`config.mk`:
```
export PLATFORM = sky130hd
export DESIGN_NAME = reg_piso_unload
export DESIGN_NICKNAME = d
export VERILOG_FILES = /design/src/rtl/reg_piso_unload.sv
export SDC_FILE = /design/constraint.sdc
export NUM_CORES = 1
export LEC_CHECK = 0
export CAP_MARGIN = 30
export CORE_MARGIN = 2
export CORE_UTILIZATION = 30
export CTS_BUF_LIST = sky130_fd_sc_hd__clkbuf_2 sky130_fd_sc_hd__clkbuf_4 sky130_fd_sc_hd__clkbuf_8
export CTS_CLUSTER_SIZE = 24
export DETAILED_ROUTE_END_ITERATION = 8
export PLACE_DENSITY_LB_ADDON = 0.3
export SYNTH_ARGS = -nofsm -noshare
export SYNTH_HDL_FRONTEND = slang
export SYNTH_SLANG_ARGS = --single-unit
```
`constraint.sdc`:
```
create_clock -name clk -period 1.51 [get_ports clk]
set_input_delay 0.453 -clock clk [delete_from_list [all_inputs] [get_ports clk]]
set_output_delay 0.453 -clock clk [all_outputs]
set_load 0.02 [all_outputs]
```
`src/rtl/reg_piso_unload.sv`:
```
// reg_piso_unload: parallel-in/serial-out unload register with valid/ready bit stream
module reg_piso_unload #(
    parameter int WIDTH     = 8,
    parameter bit MSB_FIRST = 1'b0
) (
    input  logic             clk,
    input  logic             clear_n,
    input  logic             load,
    input  logic [WIDTH-1:0] a,
    output logic             ready,
    output logic             rez,
    output logic             rez_valid,
    input  logic             rez_ready,
    output logic             last,
    output logic             done
);
    localparam int CW = $clog2(WIDTH);
    typedef enum logic {IDLE, SHIFT} state_t;
    state_t state;
    logic [WIDTH-1:0] sr;
    logic [CW-1:0] count;
    logic beat, take;
    assign rez_valid = state == SHIFT;
    assign rez = MSB_FIRST ? sr[WIDTH-1] : sr[0];
    assign last = rez_valid && count == CW'(WIDTH - 1);
    assign beat = rez_valid & rez_ready;
    // ready looks through rez_ready so a new word can follow the final beat with no bubble
    assign ready = state == IDLE || (last && rez_ready);
    assign take = load & ready;
    always_ff @(posedge clk or negedge clear_n) begin
        if (!clear_n) begin
            state <= IDLE;
            sr    <= '0;
            count <= '0;
            done  <= 1'b0;
        end else begin
            done <= beat & last;
            if (take) begin
                sr    <= a;
                count <= '0;
                state <= SHIFT;
            end else if (beat) begin
                sr    <= MSB_FIRST ? {sr[WIDTH-2:0], 1'b0} : {1'b0, sr[WIDTH-1:1]};
                count <= last ? '0 : count + 1'b1;
                state <= last ? IDLE : SHIFT;
            end
        end
    end
endmodule
```
* Word-level counts from Yosys, hierarchy flattened
Cells that the tools add are included.
W data, S select, Z words.
** Word-level totals
- Flip-flop bits (word level) :: 13
- Logic and storage cells :: 22
- Input bits :: 12
- Output and inout bits :: 5
** Operators by class
- Bitwise operators :: 4
- Add/sub/neg operators :: 1
- Muxes and demuxes :: 8
- Equality and inequality tests :: 1
- Reduce and logical (&&, ||, !) cells :: 4
** Operators by type and width (count)
- $mux W8 :: 2
- $mux W3 :: 3
- $add A3 B1 Y3 const B :: 1
- $and A1 B1 Y1 :: 3
- $eq A3 B3 Y1 const B :: 1
- $mux W1 :: 3
- $logic_and A1 B1 Y1 :: 2
- $reduce_bool A2 Y1 :: 1
- $logic_or A1 B1 Y1 :: 1
- $not A1 Y1 :: 1

* Longest topological paths before layout
Gate-level depths: netlist of the first run.
- Depth in word-level cells :: 6
- Mapped depth :: 5
- Depth with buffers taken out :: 5

* Worst setup path before layout of the first run
Ideal clock, no wire load.
- Kind :: reg-to-output
- From :: reg state (netlist: rez_valid)
- To :: out last
- Path slack :: -0.027 ns
- Cell stages (with the launch flop) :: 4
- Required time :: 1.057 ns
- Path buffers :: 2
- Data arrival time :: 1.084 ns
- Cell sequence :: dfrtp_1 > buf_2 > buf_4 > and2_2
** On the way
- Cells in the longest elaborated chain, start to end :: 1
** RTL lines
- start: declaration :: RTL line 19 : state_t state;
- start signal: assignment :: RTL line 45 : state <= last ? IDLE : SHIFT;
- $logic_and A1 B1 Y1 :: RTL line 25 : assign last = rez_valid && count == CW'(WIDTH - 1);
- end: declaration :: RTL line 14 : output logic last,
No other way between the ends.

* Final worst setup path of the first run
- From :: reg count[0]
- To :: out last
** On the way
- Cells in the longest elaborated chain, start to end :: 2
** RTL lines
- start: declaration :: RTL line 21 : logic [CW-1:0] count;
- start signal: assignment :: RTL line 44 : count <= last ? '0 : count + 1'b1;
- $eq A3 B3 Y1 :: RTL line 25
- $logic_and A1 B1 Y1 :: RTL line 25
No other way between the ends.

==> flow_results.org, run 1 <==
** Route
- Number of vias after detailed routing :: between 700 and 800
- After the first detailed-routing iteration, the DRC count stood at 16.
- Number of vias per cell after detailed routing :: approximately 5
- In the routed design, unresolved DRC markers number 0.
- After detailed routing, the average wire length per cell comes to between 10 and 15 um.
- Wires add up to roughly 1800 um.
- Residual antenna-violating net count after detailed routing :: 0
- The first detailed-routing pass took 5 iterations.

** Place
- Total placed cells including tap cells :: between 100 and 150
- Port-buffer cells :: 16
- DP HPWL :: around 1300 um
- At the end of routability-driven placement, the weighted congestion stood at approximately 0.73.
- Timing analysis after detailed placement gives a worst setup slack of -611 ps.

** Synthesis
- Of the synthesized area, sequential elements account for about 41%.
- The synthesized design contains 13 register bits.
- Multiplexer cells account for about a fifth of the synthesized area.
- Summing the areas of all and, or, nand and nor instances in the mapped netlist gives 13.4% of the synthesized area.
- Number of unique standard cell types used by synthesis :: 21
- Number of standard cells after synthesis :: 77
- Synthesized cell area :: roughly 800 sq um
- Summing the areas of all fa, ha and maj instances in the mapped netlist gives ~3.1% of the synthesized area.
- Mean Syn Cell Area :: between 10 and 15 sq um
- Combinational family with the most area after synthesis :: multiplexers
- Number of warnings reported in the yosys synthesis log :: 0
- Of the total synthesized cell area, the portion taken by XOR and XNOR cells is 0%.
- Summing the areas of all compound-gate instances in the mapped netlist gives between 10% and 20% of the synthesized area.
- The number of nets in the synthesized netlist is 91.

** Global routing
- For this run, the total global-route usage over all layers was measured as about an eighth.
- The total overflow left after global routing is 0.
- Number of antenna violations at the first check in global routing :: 0
- The number of global-route vias before repair came to approximately 660.
- The first global-routing pass estimated about 3000 um of wire.
- Entering global routing, the biggest net connects 16 pins.

** STA
- Post-layout worst setup margin :: -248 ps
- At the pin with the least slew margin, the transition time is roughly 210 ps.
- The final count of hold timing violations came to 0.
- Final-layout worst hold slack :: about 480 ps
- For the final database, setup skew stands at between 2 and 2.5 ps.
- Max Clk Rate :: ~0.57 GHz
- Post-route minimum period :: between 1500 and 2000 ps
- Unrepaired setup endpoints after global routing :: yes
- Final number of setup-violating endpoints :: 9
- Headroom to the max-slew limit came out at a little under nine tenths.
- Final critical-path share of the clock period :: 116%
- The max-slew violation count came to 0.

** Finish
- The finished layout holds 143 standard cells, fillers aside.
- Ratio of cells with drive above 1 in the final layout :: approximately 39%
- Register Area :: between 300 and 400 sq um
- Number of nets in the layout :: 128
- The repair_antennas step left the layout with diodes totalling 0.
- The multi-input combinational cells in the finished layout cover a total of approximately 460 sq um.
- Count of filler cells inserted in the layout :: 250
- Layout overhead on the synthesized area :: 49.4%

** CTS
- In this run the number of H-tree levels came out at 1.
- Sink Count :: 13
- CTS tree :: yes
- Post-cts hold buffer count :: 0
- Number of buffers created by CTS :: 3
- After clock tree synthesis, the clock-pin slew on the worst setup and hold paths is approximately 90 ps.
- Clock tree synthesis selected as its root buffer the cell clkbuf_4.
- The longest clock path from root to sink contains 2 buffers.
- Clock Latency Late Sink :: about 280 ps

** Setup path
- Critical register-to-register path endpoint :: sr[1]
- On the worst path, the slowest cell contributes a delay of roughly 400 ps.
- Together, buffers and inverters on the worst path number 1.
- Among all stages on the critical path, the largest delay is contributed by dfrtp_1.
- Cell Chain, Critical Path :: ha_2, ha_4, and2_4, buf_6
- Measured in cells, the most critical reg-to-reg path has a length of 8.
- Along the worst path, the maximum fanout reaches 4.
- Endpoint class of the critical path :: output pin
- Crit Reg-Reg Startpoint :: count[0]
- At the worst endpoint, the required time is ~1100 ps.
- The kind of cell with the highest combined delay along the critical path is flip-flops.
- Data arrival at the endpoint of the critical path :: about 1300 ps
- In this run the number of cells on the critical path is 4.
- The setup path with the least slack is of type reg2out.
- Worst reg2reg setup slack :: -50 ps
- STA classifies the critical path startpoint as a flop.
- Tracing the worst setup path back leads to its startpoint at count[0].

** Floorplanning
- Starting density of the core :: between 30% and 40%
- Die Span Y :: roughly 56 um
- Standard-cell rows :: 18
- Area inside the core boundary :: approximately 2500 sq um
- The die is 55.7 um wide.
- DIE AREA :: around 3100 sq um
- In this run the count of I/O pins placed on the die edge is 17.

** Power
- Sw Share :: approximately 32%
- Clock power share :: between 10% and 20%
- Power spread over the standard cell area amounts to approximately 1200 nW/um^2.
- Sequential share of power :: between 30% and 40%
- Net switching power :: 473 uW
- Worst supply voltage drop on vdd :: between 0.6 and 0.7 mV
- The analysis attributes to cell leakage a power of between 0.0005 and 0.0006 uW.
- Portion of total power attributed to combinational logic :: between 40% and 50%
- The internal power of the cells totals just under 1000 uW.

** Status
- Run status :: finished, violations left
- Failing checks :: setup timing

** Run
- Max-cap violations in this run came to 0.

** Min path
- The min-delay analysis places its worst path in the category in2async.
## layout make-up
cell class	instances	area share [%]
Clock buffer	4	2.51
Timing Repair Buffer	37	27.4
Tap cell	30	3.14
Multi-Input combinational cell	56	38.7
Inverter	3	0.941
Sequential cell	13	27.3
## repair_timing
action	4_1_cts	5_1_grt
setup buffers	2	3
setup endpoints to repair	12	9
gates resized for setup	23	7
pin swaps	2	7
## Yosys cell counts
library cell | count | area, sq um
a21oi_1 | 7 | 35.0
a22o_1 | 3 | 26.3
a31o_1 | 1 | 8.76
and2_2 | 1 | 7.51
and3_2 | 1 | 7.51
buf_2 | 3 | 15.0
buf_4 | 1 | 7.51
buf_6 | 1 | 11.3
dfrtp_1 | 13 | 325
ha_1 | 2 | 25.0
inv_1 | 3 | 11.3
mux2_2 | 7 | 78.8
mux2i_1 | 9 | 90.1
nand2_1 | 2 | 7.51
nand2_2 | 1 | 6.26
nand2b_1 | 10 | 62.6
nand4_1 | 1 | 6.26
nor2_1 | 1 | 3.75
nor2b_1 | 1 | 6.26
o221ai_1 | 1 | 8.76
o22ai_1 | 8 | 50.1
## power groups by stage
stage                     sequential, uW  clock, uW  combinational (uW)
after floorplan                      542          0                 361
after global placement               527          0                 604
after detailed placement             531          0                 620
after CTS                            529        253                 645
after global routing                 545        269                 749
final                                530        246                 682
## kinds of logic after synthesis
kind of cell    after synthesis
flops                        13
buf+inv                       8
compound gates               20
mux                          16
simple gates                 18
fa+ha+maj                     2
## how the worst max path moves through the flow
stage | end
after CTS | last
after detailed placement | ready
after global routing | last
final | last
after floorplan | last
after global placement | ready
## cells in the final DEF (no fill, tap or decap), types with 2 or more instances in the layout
master,n
a21oi_1,7
a22o_1,3
buf_4,17
buf_6,6
clkbuf_4,4
clkdlybuf4s50_1,11
dfrtp_1,12
dlygate4sd2_1,2
inv_1,3
mux2_2,7
mux2i_1,9
nand2_2,2
nand2b_1,10
o22ai_1,7
## state kept, by name, indices dropped and copies added (netlist names)
| signal | count |
|---|---|
| done | 1 |
| rez_valid | 1 |
| count | 3 |
| sr | 8 |
## metrics by stage
step | power (uW) | utilization (%) | TNS (ps) | instance area, sq um
after floorplan | 903 | - | 0 | 802
after global placement | 1130 | 43.4 | -3310 | 1090
after detailed placement | 1150 | 43.4 | -3320 | 1090
after CTS | 1430 | 45.8 | -504 | 1140
after global routing | 1560 | 47.8 | -1240 | 1200
final | 1460 | 47.8 | -679 | 1200
## worst reg2reg max path, stage by stage, from the launching register on
cell and delay (ps):
dfrtp_1 390, ha_2 200, ha_4 180, buf_4 130, buf_6 110, nand2_4 60
buf_6 120, mux2i_1 180, a21oi_1 80
## per-layer routing
layer  vias to the layer above  part of all wire [%]  track usage (%)
li1                        354                     -                -
met5                         -                     0                0
met2                        13                    48             19.4
met4                         0                  0.72             6.27
met3                         2                   3.5             2.56
met1                       337                    48             16.1
Note: power is estimated with default switching activity, not from simulation.
==> run 2, diff against run 1 <==
--- a/config.mk
+++ b/config.mk
@@ -12,6 +12,7 @@
 export CTS_CLUSTER_SIZE = 24
 export DETAILED_ROUTE_END_ITERATION = 8
 export PLACE_DENSITY_LB_ADDON = 0.3
+export SLEW_MARGIN = 20
 export SYNTH_ARGS = -nofsm -noshare
 export SYNTH_HDL_FRONTEND = slang
 export SYNTH_SLANG_ARGS = --single-unit
==> results of run 2 <==
Final layout, timing and power as in run 1 (identical DEF).
